<file path="config.mk">
export PLATFORM = sky130hd
export DESIGN_NAME = bitmask_encoder
export DESIGN_NICKNAME = d
export VERILOG_FILES = /design/src/rtl/bitmask_encoder.sv
export SDC_FILE = /design/constraint.sdc
export NUM_CORES = 1
export LEC_CHECK = 0
export ABC_AREA = 1
export CELL_PAD_IN_SITES_DETAIL_PLACEMENT = 0
export CELL_PAD_IN_SITES_GLOBAL_PLACEMENT = 1
export CORE_MARGIN = 3
export CORE_UTILIZATION = 34
export CTS_BUF_LIST = sky130_fd_sc_hd__clkbuf_2 sky130_fd_sc_hd__clkbuf_4 sky130_fd_sc_hd__clkbuf_8
export CTS_CLUSTER_DIAMETER = 200
export CTS_CLUSTER_SIZE = 40
export DETAILED_ROUTE_END_ITERATION = 16
export PLACE_DENSITY_LB_ADDON = 0.1
export SLEW_MARGIN = 20
export SYNTH_ARGS = -nofsm -noshare
export SYNTH_HDL_FRONTEND = slang
export SYNTH_SLANG_ARGS = --single-unit
</file>
<file path="constraint.sdc">
create_clock -name clk_i -period 1.5 [get_ports clk_i]
set_clock_uncertainty 0.1 [all_clocks]
set_input_delay 0.15 -clock clk_i [delete_from_list [all_inputs] [get_ports clk_i]]
set_output_delay 0.15 -clock clk_i [all_outputs]
set_load 0.02 [all_outputs]
</file>
<file path="src/rtl/bitmask_encoder.sv">
// Serial bitmask-to-index encoder: captures a WIDTH-bit mask and emits the index of every set bit, one per handshake.
// Optional ENC_ONEHOT_CHECK_EN adds an err pulse for captured masks that are not exactly one-hot.
module bitmask_encoder #(
  parameter int WIDTH     = 4,
  parameter int IDX_W     = 2,
  parameter bit LSB_FIRST = 1'b1
) (
  input  logic             clk_i,
  input  logic             reset_n,
  input  logic             in_valid,
  output logic             in_ready,
  input  logic [WIDTH-1:0] mask,
  output logic             out_valid,
  input  logic             out_ready,
  output logic [IDX_W-1:0] idx,
  output logic             last,
  output logic             busy
`ifdef ENC_ONEHOT_CHECK_EN
  ,
  output logic             err
`endif
);

  localparam logic [0:0] ST_IDLE = 1'b0;
  localparam logic [0:0] ST_EMIT = 1'b1;

  logic [0:0]       r_state;
  logic [WIDTH-1:0] r_pend;
  logic             r_out_valid;
  logic [IDX_W-1:0] r_idx;
  logic             r_last;

  logic             w_capture;
  logic [WIDTH-1:0] w_src;
  logic [IDX_W-1:0] w_pick;
  logic [WIDTH-1:0] w_pick_oh;
  logic [WIDTH-1:0] w_rest;
  logic             w_single;

  // Selects the first set bit in emission order; the last hit in the scan wins.
  function automatic logic [IDX_W-1:0] f_pick(input logic [WIDTH-1:0] v);
    logic [IDX_W-1:0] sel;
    sel = '0;
    if (LSB_FIRST) begin
      for (int i = WIDTH - 1; i >= 0; i--) begin
        if (v[i]) sel = IDX_W'(i);
      end
    end else begin
      for (int i = 0; i < WIDTH; i++) begin
        if (v[i]) sel = IDX_W'(i);
      end
    end
    return sel;
  endfunction

  assign in_ready  = (r_state == ST_IDLE);
  assign busy      = (r_state == ST_EMIT);
  assign out_valid = r_out_valid;
  assign idx       = r_idx;
  assign last      = r_last;

  assign w_capture = in_valid && in_ready;

  // Capture and advance share one picker: the source is the new mask in IDLE, the remainder in EMIT.
  assign w_src     = (r_state == ST_IDLE) ? mask : r_pend;
  assign w_pick    = f_pick(w_src);
  assign w_pick_oh = {{(WIDTH-1){1'b0}}, 1'b1} << w_pick;
  assign w_rest    = w_src & ~w_pick_oh;
  assign w_single  = (w_src != '0) && (w_rest == '0);

  always_ff @(posedge clk_i) begin
    if (!reset_n) begin
      r_state     <= ST_IDLE;
      r_pend      <= '0;
      r_out_valid <= 1'b0;
      r_idx       <= '0;
      r_last      <= 1'b0;
    end else begin
      case (r_state)
        ST_IDLE: begin
          if (w_capture && (w_src != '0)) begin
            r_pend      <= w_rest;
            r_idx       <= w_pick;
            r_last      <= w_single;
            r_out_valid <= 1'b1;
            r_state     <= ST_EMIT;
          end
        end
        ST_EMIT: begin
          if (r_out_valid && out_ready) begin
            if (r_last) begin
              r_out_valid <= 1'b0;
              r_last      <= 1'b0;
              r_pend      <= '0;
              r_state     <= ST_IDLE;
            end else begin
              r_idx  <= w_pick;
              r_pend <= w_rest;
              r_last <= w_single;
            end
          end
        end
        default: begin
          r_state     <= ST_IDLE;
          r_out_valid <= 1'b0;
          r_last      <= 1'b0;
          r_pend      <= '0;
        end
      endcase
    end
  end

`ifdef ENC_ONEHOT_CHECK_EN
  logic r_err;

  // Zero masks also flag: they are dropped but still not one-hot.
  always_ff @(posedge clk_i) begin
    if (!reset_n) begin
      r_err <= 1'b0;
    end else begin
      r_err <= w_capture && !w_single;
    end
  end

  assign err = r_err;
`endif

endmodule

</file>
==> impl_metrics.json <==
{
  "fillers": 141,
  "worst_slew_pin_slew_ns": 0.242,
  "slew_viol_final": 0,
  "vias_per_cell": 4.70,
  "ant_nets": 0,
  "area_growth_pct": 47.1,
  "insertion_delay_ns": 0.26,
  "cp.required_ns": 1.25,
  "hold_ws_ns": 0.388,
  "power.internal_mw": 0.482,
  "nets": 119,
  "grt-ovfl-total": 0,
  "synth_top_area_cell": "dfxtp_1",
  "cts_buffers": 3,
  "max_freq_ghz": 0.694,
  "drt-initial-drc-count": 11,
  "synth_area_leaders": "dfxtp_1, nand2_1, inv_1",
  "portBuffers": 13,
  "antenna_found_initial": 0,
  "gp_congestion": 0.807,
  "slowest_delay_ns": 0.60,
  "dp_hpwl_mm": 1.02,
  "max-slew-margin-rel_pct": 83.7,
  "regArea_um2": 181,
  "pwr-share-seq_pct": 37.7,
  "clockRootBuffer": "clkbuf_4",
  "netlist_area_um2": 558,
  "yosysWarnings": 0,
  "finalCritPeriodShare_pct": 96.0,
  "synth-seq-area-share_pct": 32.3,
  "worstSetupPathType": "reg2out",
  "hold_buffers": 0,
  "core_um2": 1420,
  "worst-path-buf-inv": 1,
  "maxCapViolCount": 0,
  "p_per_area_nw_per_um2": 894,
  "grt_pass1_vias": 461,
  "drc": 0,
  "p_comb_share_pct": 37.7,
  "die_area_um2": 2160,
  "swShare_pct": 34.3,
  "drive_above_1_share_pct": 30.0,
  "clock-sinks": 9,
  "cp-start-kind": "register",
  "clock_path_buffers": 2,
  "grt_max_degree": 10,
  "routed_wl_mm": 1.32,
  "worstPathMaxFanout": 2,
  "place_ws_ns": -0.0248,
  "io_pins": 14,
  "hold_violations": 0,
  "final_cell_mix": "nand2_1, inv_1, buf_4",
  "finalSetupTns_ns": 0,
  "synth_nets": 92,
  "final-setup-viol-count": 0,
  "cts-htree-levels": 1,
  "leakagePower_nw": 0.410,
  "yosysUniqueCellTypes": 17,
  "fp-row-count": 13,
  "synth_top_area_share_pct": 32.3,
  "report.power.total_mw": 0.733,
  "multi_input_comb_area_um2": 338,
  "switchingPower_mw": 0.251,
  "final_area_um2": 821,
  "grt_pass1_wl_mm": 1.97,
  "diodes": 0,
  "route.detailed.wl_per_inst_um": 10.6,
  "fin_cells": 125,
  "period_minus_slack_ns": 1.44,
  "clk_pin_slew_worst_paths_ns": 0.06,
  "min_path_type": "reg2reg",
  "syn_avg_cell_area_um2": 6.64,
  "initial_core_util_pct": 39.4,
  "synth_seq_cells": 9,
  "die_h_um": 46.5,
  "final_common_cell": "nand2_1",
  "slowest_stage": "clkdlybuf4s50_1",
  "vdd_drop_max_mv": 0.620,
  "crit_family": "buffers and inverters",
  "status": "finished, final reports clean",
  "vias": 587,
  "syn_inst": 84,
  "die_w_um": 46.5,
  "place_area_um2": 757,
  "worstPathCellList": "clkdlybuf4s50_1",
  "final_util_pct": 58.0,
  "critical_path_arrival_ns": 1.19,
  "cts_tree": "built",
  "cp-end-kind": "output pin",
  "p_clk_share_pct": 24.6,
  "postLayoutSetupSlackWorst_ns": 0.0593,
  "firstDrtPassIters": 4,
  "groute.usage.overall_pct": 13.4,
  "place_inst": 119
}
## cell type report
cell class	count	share of cell area, %
clock buffers	3	2.74
clock inverters	1	0.610
inverters	13	5.95
multi-input cells	61	41.2
flip-flops and latches	9	22.1
well taps	15	2.29
repair buffers	23	25.2
## synth_stat cells (all sizes together)
library cell and instances:
nand2 31, inv 13, dfxtp 9, nand3 9, a21oi 8, nor2 8, o21ai 4, buf 1
nand4 1
## repair_timing
| item | in CTS | in global routing |
|---|---|---|
| setup endpoints to repair | 3 | 3 |
| setup buffers | 0 | 2 |
| gates resized for setup | 3 | 6 |
| pin swaps | 0 | 2 |
## power groups by stage
stage	sequential [mW]	clock, mW	combinational [mW]
after CTS	0.276	0.189	0.258
after global routing	0.279	0.207	0.302
after detailed placement	0.281	0	0.263
final	0.277	0.181	0.276
after floorplan	0.298	0	0.141
after global placement	0.281	0	0.263
## metal layers
layer,vias to the layer above,GRT usage [%],wire (µm)
li1,319,-,-
met1,258,18.8,643
met2,8,17.6,602
met3,2,5.86,66
met4,0,5.11,9
met5,-,0,0
## sequential cells by signal, indices dropped and copies added, names as in the netlist
signal     count
out_valid      1
idx            2
last           1
r_pend         4
busy           1
## cell families after synthesis
group	Yosys count	share of synthesized area, %
buffers and inverters	14	10.8
AND/OR/NAND/NOR	49	44.8
flip-flops	9	32.3
AO/OA/AOI/OAI	12	12.1
## final timing paths
path             start        end  slack [ns]  cells after the start
max             idx[0]     idx[0]        0.06                      1
min          r_pend[0]  r_pend[0]        0.39                      2
max reg2reg       busy       last        0.07                      9
min reg2reg  r_pend[0]  r_pend[0]        0.39                      2
No activity file was read; power rests on OpenSTA's default activity.
